`src/rtl/fetch_unit.sv`:
```
// Instruction-fetch stage: owns the PC and keeps one request in flight to
// instruction memory. Holds one fetched instruction that feeds IF/ID.
module fetch_unit #(
    parameter int                    DATA_WIDTH = 32,
    parameter logic [DATA_WIDTH-1:0] RESET_PC   = 32'h0040_0000
) (
    input  logic                  clk,
    input  logic                  rst,
    output logic                  imem_req,
    output logic [DATA_WIDTH-1:0] imem_addr,
    input  logic                  imem_ack,
    input  logic [DATA_WIDTH-1:0] imem_rdata,
    input  logic                  stall,
    input  logic                  redirect,
    input  logic [DATA_WIDTH-1:0] redirect_pc,
    output logic                  if_valid,
    output logic [DATA_WIDTH-1:0] if_pc,
    output logic [DATA_WIDTH-1:0] if_pc4,
    output logic [DATA_WIDTH-1:0] if_instr,
    output logic                  ifid_en
);

    localparam logic [DATA_WIDTH-1:0] NOP   = DATA_WIDTH'(32'h0000_0013);
    localparam logic [DATA_WIDTH-1:0] FOUR  = DATA_WIDTH'(4);
    localparam logic [DATA_WIDTH-1:0] ALIGN = ~DATA_WIDTH'(3);

    typedef enum logic [1:0] {
        S_IDLE,
        S_READY,
        S_WAIT,
        S_DROP
    } state_t;

    state_t                state;
    state_t                state_nxt;
    logic [DATA_WIDTH-1:0] pc;
    logic [DATA_WIDTH-1:0] req_addr;
    logic                  buf_free;
    logic                  go;
    logic                  cap;
    logic [DATA_WIDTH-1:0] addr;
    logic                  redir_act;

    // Handshake toward IF/ID; quiet while reset is held.
    always_comb begin
        ifid_en   = rst & if_valid & ~stall & ~redirect;
        buf_free  = ~if_valid | ifid_en;
        if_pc4    = if_pc + FOUR;
        redir_act = redirect & (state != S_IDLE);
    end

    // Next state, request and capture decisions.
    always_comb begin
        state_nxt = state;
        go        = 1'b0;
        cap       = 1'b0;
        addr      = req_addr;
        unique case (state)
            S_IDLE: begin
                state_nxt = S_READY;
            end
            S_READY: begin
                addr = pc;
                go   = buf_free & ~redirect;
                cap  = go & imem_ack;
                if (go && !imem_ack) begin
                    state_nxt = S_WAIT;
                end
            end
            S_WAIT: begin
                go  = 1'b1;
                cap = imem_ack & ~redirect;
                if (imem_ack) begin
                    state_nxt = S_READY;
                end else if (redirect) begin
                    state_nxt = S_DROP;
                end
            end
            S_DROP: begin
                go = 1'b1;
                if (imem_ack) begin
                    state_nxt = S_READY;
                end
            end
            default: begin
                state_nxt = S_IDLE;
            end
        endcase
        imem_req  = go & rst;
        imem_addr = addr;
    end

    // State register plus PC, outstanding address and output buffer.
    always_ff @(posedge clk) begin
        if (!rst) begin
            state    <= S_IDLE;
            pc       <= RESET_PC;
            req_addr <= '0;
            if_valid <= 1'b0;
            if_pc    <= '0;
            if_instr <= NOP;
        end else begin
            state <= state_nxt;
            if (state == S_READY && go && !imem_ack) begin
                req_addr <= pc;
            end
            if (redir_act) begin
                pc       <= redirect_pc & ALIGN;
                if_valid <= 1'b0;
            end else if (cap) begin
                pc       <= addr + FOUR;
                if_valid <= 1'b1;
                if_pc    <= addr;
                if_instr <= imem_rdata;
            end else if (ifid_en) begin
                if_valid <= 1'b0;
            end
        end
    end

endmodule

```
`config.mk`:
```
export PLATFORM = sky130hd
export DESIGN_NAME = fetch_unit
export DESIGN_NICKNAME = d
export VERILOG_FILES = /design/src/rtl/fetch_unit.sv
export SDC_FILE = /design/constraint.sdc
export NUM_CORES = 1
export LEC_CHECK = 0
export BUFFER_PORTS_ARGS = -buffer_cell sky130_fd_sc_hd__buf_2
export CAP_MARGIN = 20
export CORE_UTILIZATION = 52
export CTS_CLUSTER_DIAMETER = 80
export CTS_CLUSTER_SIZE = 28
export DETAILED_ROUTE_END_ITERATION = 12
export GPL_ROUTABILITY_DRIVEN = 0
export MAX_ROUTING_LAYER = met4
export PLACE_DENSITY = 0.92
export SLEW_MARGIN = 10
export SYNTH_ARGS = -nofsm -noshare
export SYNTH_HDL_FRONTEND = slang
export SYNTH_SLANG_ARGS = --single-unit
```
`constraint.sdc`:
```
create_clock -name clk -period 4.45 [get_ports clk]
set_input_delay 0.2225 -clock clk [delete_from_list [all_inputs] [get_ports clk]]
set_output_delay 0.2225 -clock clk [all_outputs]
set_load 0.03 [all_outputs]
```
==> results of run 1 <==
==> cell families (layout without fill, tap and decap cells) <==
logic type               after synthesis  count (layout)  synth area share
flip-flops                           131             131             0.394
multiplexers                          68              68             0.104
adder cells (fa/ha/maj)                7               7            0.0132
AND/OR/NAND/NOR                      316             316             0.218
XOR/XNOR                              35              35            0.0461
AO/OA/AOI/OAI                        156             156             0.161
buffers and inverters                 95             278            0.0634
==> stage by stage <==
stage	area [µm²]	hold slack [ns]	setup slack, ns
after CTS	8260	0.00613	1.01
after global routing	8260	0.0292	0.749
final	8260	0.0192	0.881
after global placement	7680	0.433	1.11
after detailed placement	7680	0.438	0.992
after floorplan	6650	0.347	1.19
==> layer usage <==
layer  vias to the layer above  share of wire  global-route usage
li1                       3184              -                   -
met1                      3061           0.40               0.336
met2                       342           0.49               0.499
met3                        41          0.087              0.0680
met4                         0          0.024               0.123
met5                         -              0                   -
==> worst min path at each step <==
stage	startpoint	endpoint	slack [ns]	cells past startpoint
2_1_floorplan	imem_rdata[0]	if_instr[0]	0.35	2
3_3_place_gp	imem_rdata[4]	if_instr[4]	0.43	3
3_5_place_dp	imem_rdata[0]	if_instr[0]	0.44	3
4_1_cts	imem_rdata[0]	if_instr[0]	0.006	3
5_1_grt	imem_rdata[0]	if_instr[0]	0.03	3
6_report	imem_rdata[0]	if_instr[0]	0.02	3
==> area by class of cell <==
class | instances | area (µm²) | area share
flip-flops and latches | 131 | 2620 | 0.318
clock buffers | 24 | 502 | 0.0608
multi-input cells | 582 | 3620 | 0.438
well taps | 168 | 210 | 0.0255
clock inverters | 8 | 73.8 | 0.00894
inverters | 37 | 140 | 0.0170
repair buffers | 209 | 1090 | 0.132
==> registers in the layout, summed over array words and instances (netlist names) <==
name and count:
if_instr 32, if_pc 32, if_valid 1, pc 32, req_addr 32, state 2
==> worst reg2reg max path, delay by kind of cell (launching register included) <==
family / cells / cell delay (ns)
AND/OR/NAND/NOR: 3 / 1.36
AO/OA/AOI/OAI: 1 / 0.16
multiplexers: 1 / 0.33
flip-flops: 1 / 0.34
adder cells (fa/ha/maj): 2 / 1.06
buffers and inverters: 2 / 0.25
==> layout by cell type, fill, tap and decap left out, types with 6 or more instances in the layout <==
cell type and count:
nor4_1 6, o21ai_0 12, dfxtp_1 131, xor2_1 12, nor2_1 87, mux2i_1 61
and3_1 9, xnor2_1 23, mux2_2 7, inv_1 36, nand3_1 38, nand2_1 114
a21oi_1 51, buf_4 11, clkbuf_16 17, a22oi_1 19, buf_2 197, nand3b_1 7
o22ai_1 7, a211oi_1 22, nor3_1 19, ha_1 6, nand4_1 12
==> power by group through the flow <==
stage	Sequential, mW	Clock, mW	Combinational (mW)
global route	1.41	1.41	1.14
detailed placement	1.41	0	1.05
finish	1.40	1.35	1.06
CTS	1.39	1.36	1.06
floorplan	1.51	0	0.676
global placement	1.41	0	1.03
==> qor.yml, run 1 <==
slew_headroom: 0.255
drt-initial-drc-count: 654
reg2reg_slack_ns: 0.88
clockRootBuffer: "clkbuf_16"
clk_path_buf_depth: 2
post-route-util: 0.676
synth.cell_area_um2: 6650
crit_family: "simple AND/OR/NAND/NOR gates"
finalClockSkew_ns: 0.00971
drt-total-wl_mm: 19.0
r2r-end: "pc[26]"
synth_top_area_share: 0.394
synth_edf_count: 0
cts_setup_buffers: 0
reg2reg_depth: 9
critPathMaxStageDelay_ns: 0.85
power.switching_mw: 1.33
synth-seq-area-share: 0.394
endpoint_kind: "flop"
ys_warn_count: 0
fmax_mhz: 280
layout-drive-gt1-share: 0.258
grt_max_degree: 107
antenna_left: 0
clk_latency_ns: 0.42
h-tree-depth: 4
critPathLaunch: "state[1]"
ioPinCount: 200
die-area_um2: 13200
crit_path_frequent_cell: "inv_1"
worst-path-stages: 9
cp-start-kind: "flop"
grt_overflow: 0
p_leak_nw: 3.90
synth_commonest_cells: "131 x dfxtp_1, 114 x nand2_1, 87 x nor2_1, 61 x mux2i_1, 51 x a21oi_1"
reg2reg_from: "state[1]"
cts_tree: "built"
p_int_mw: 2.48
grt_pass1_vias: 6007
dieHeight_um: 115
vias: 6628
synth_flop_cell: "dfxtp_1"
setup_viol: 0
portBuffers: 197
avgSynthCellArea_um2: 8.23
nets: 1054
syn_inst: 808
p_total_mw: 3.81
avgViaCountPerCell: 5.72
syn_nets: 884
powerDensity_nw_per_um2: 461
grt_pass1_wl_mm: 29.4
diodes: 0
crit_chain: "inv_1, ha_2, mux2i_1, inv_1, ha_1, and2_0, nand2_1, or4_1, a31oi_1"
drcViolationCount: 0
synth_cell_type_count: 59
fin_crit_ns: 3.57
hpwlAfterDp_mm: 13.0
area_delta_synth_final_pct: 24.2
hold_path_class: "in -> reg"
rsz0062_at_grt: "no"
synth_seq_cells: 131
cp_slowest_cell: "ha_2"
worst-path-buf-inv: 2
async_flop_share: 0
slew_violations: 0
crit_arrival_ns: 3.92
dr.pass1.iters: 5
grt_use_total: 0.295
ir_drop_mv: 0.294
worst_pin_slew_ns: 1.11
fin_cells: 1159
critPathCapture: "pc[26]"
dp_cells: 1127
hold_violations: 0
status: "finished clean"
core_um2: 12200
cts_resized: 0
maxCapViolations: 0
antenna_found_initial: 0
cts.reportedPaths.clkPinSlew_ns: 0.06
fp.dieW_um: 115
fin_crit_sh: 0.802
power_frac_clock: 0.354
synth_top_area_cell: "dfxtp_1"
synth.area.top_cells: "dfxtp_1 39%, mux2i_1 9.2%, nand2_1 6.4%, nor2_1 4.9%, a21oi_1 3.8%"
cts_hold_buf: 0
synth.most_common_cell: "dfxtp_1"
cts.sinks: 131
crit_type: "reg -> reg"
required_ns: 4.80
fill_cells: 974
critPathMaxFanout: 39
start_util: 0.544
combPwrFrac: 0.279
swShare: 0.349
num_rows: 40
seqPwrFrac: 0.367
fin_setup_tns_ns: 0
wl_per_cell_um: 16.4
numCtsBuffers: 17
Note: power is estimated with default switching activity, not from simulation.
==> inputs of run 2 (changes only) <==
Settings changed: CORE_UTILIZATION 52 to 47, PLACE_DENSITY 0.92 to 0.88.
Clock period 4.45 ns to 2.9 ns, I/O delays scaled along.
==> qor.yml, run 2 (synthesis gave the netlist of run 1 again) <==
fin_crit_sh: 0.963
avgViaCountPerCell: 5.83
powerDensity_nw_per_um2: 683
dr.pass1.iters: 5
ir_drop_mv: 0.341
mostFrequentLayoutCells: "196 x buf_2, 129 x dfxtp_1, 113 x nand2_1"
start_util: 0.481
drt-total-wl_mm: 21.6
pre_cts_ws_ns: 0.127
grt_pass1_wl_mm: 33.3
num_rows: 43
post-route-util: 0.637
layout-drive-gt1-share: 0.273
drt-initial-drc-count: 780
min_from: "redirect_pc[9]"
grt_pass1_vias: 6603
fin_crit_ns: 2.79
finalWorstSetupSlack_ns: 0.108
r2r-end: "pc[26]"
fp.dieW_um: 121
reg2reg_from: "state[1]"
required_ns: 2.76
clk_path_buf_depth: 2
numCtsBuffers: 17
clk_latency_ns: 0.43
critPathMaxFanout: 5
antenna_found_initial: 1
area_delta_synth_final_pct: 32.5
antenna_left: 0
reg2reg_slack_ns: 0.20
status: "finished clean"
hold_violations: 0
cts.reportedPaths.clkPinSlew_ns: 0.06
cts_tree: "built"
drcViolationCount: 0
h-tree-depth: 4
crit_arrival_ns: 2.65
grt_use_total: 0.300
wl_per_cell_um: 17.7
portBuffers: 197
hold_path_depth: 3
dieHeight_um: 121
ioPinCount: 200
cts.sinks: 131
clockRootBuffer: "clkbuf_16"
fmax_mhz: 358
p_leak_nw: 4.13
crit_type: "reg -> out"
hpwlAfterDp_mm: 13.9
reg2reg_depth: 8
dp_cells: 1159
die-area_um2: 14600
core_um2: 13800
maxCapViolations: 0
fin_setup_tns_ns: 0
vias: 7133
grt_max_degree: 107
slew_headroom: 0.354
critPathLaunch: "if_pc[6]"
final_common_cell: "buf_2"
cp-start-kind: "flop"
endpoint_kind: "primary output"
setup_viol: 0
hold_path_class: "in -> reg"
nets: 1106
p_total_mw: 6.01
grt_overflow: 0
finalClockSkew_ns: 0.00784
rsz0062_at_grt: "no"
min_to: "pc[9]"
cts_setup_buffers: 0
slew_violations: 0
fin_cells: 1224
worst_pin_slew_ns: 0.966
## run 2: cell count changes in the layout (fill, tap and decap cells not counted), moves of 2 or more
cell | before | now
or4_4 | 0 | 2
clkinv_4 | 0 | 3
clkbuf_8 | 5 | 1
buf_4 | 11 | 31
or4_1 | 3 | 1
dfxtp_2 | 0 | 2
clkinvlp_4 | 2 | 4
dlygate4sd3_1 | 0 | 32
dfxtp_1 | 131 | 129
ha_4 | 0 | 2
## run 2: how the worst max path moves through the flow
| stage | to | slack, ns | depth (start not counted) |
|---|---|---|---|
| floorplan | pc[30] | 0.008 | 15 |
| global placement | pc[26] | 0.21 | 7 |
| finish | if_pc4[27] | 0.11 | 6 |
| global route | if_pc4[31] | 0.02 | 6 |
| detailed placement | pc[26] | 0.13 | 7 |
| CTS | if_pc4[28] | 0.003 | 6 |
## run 2: worst max-delay path, cell delays in order, from the launching register on
cell     delay, ns
dfxtp_1       0.40
and4_2        0.29
nand3_1       0.18
or4_4         0.60
nor3_1        0.32
xor2_1        0.20
buf_2         0.23
## run 2: routing by layer
| layer | GRT usage | up-vias | part of all wire |
|---|---|---|---|
| li1 | - | 3290 | - |
| met2 | 0.474 | 430 | 0.47 |
| met5 | - | - | 0 |
| met1 | 0.348 | 3309 | 0.40 |
| met3 | 0.0846 | 104 | 0.088 |
| met4 | 0.151 | 0 | 0.041 |
## run 2: cell type report
type	count	area (µm²)
fill	1106	5020
multi-input combinational	582	3660
sequential	131	2630
timing repair buffer	261	1570
clock buffer	19	443
tap	180	225
inverter	37	140
clock inverter	13	136
antenna	1	2.50
## run 2: metrics by stage
stage                     hold WS [ns]  area [µm²]
final                          0.00621        8810
after floorplan                  0.269        6680
after global placement           0.354        7880
after global routing            0.0293        8810
after CTS                      0.00212        8780
after detailed placement         0.358        7880
## run 2: repair_timing
action                     in CTS  in global routing
hold endpoints to repair       32                  0
gates resized for setup         1                  8
setup endpoints to repair       2                 16
pin swaps                       0                  1
hold buffers                   32                  0
## run 2: report_power, final
| group | total [mW] | internal (mW) | switching [mW] | leakage, nW |
|---|---|---|---|---|
| sequential | 2.14 | 1.97 | 0.173 | 1.06 |
| clock | 2.11 | 1.28 | 0.829 | 0.275 |
| combinational | 1.76 | 0.623 | 1.14 | 2.79 |
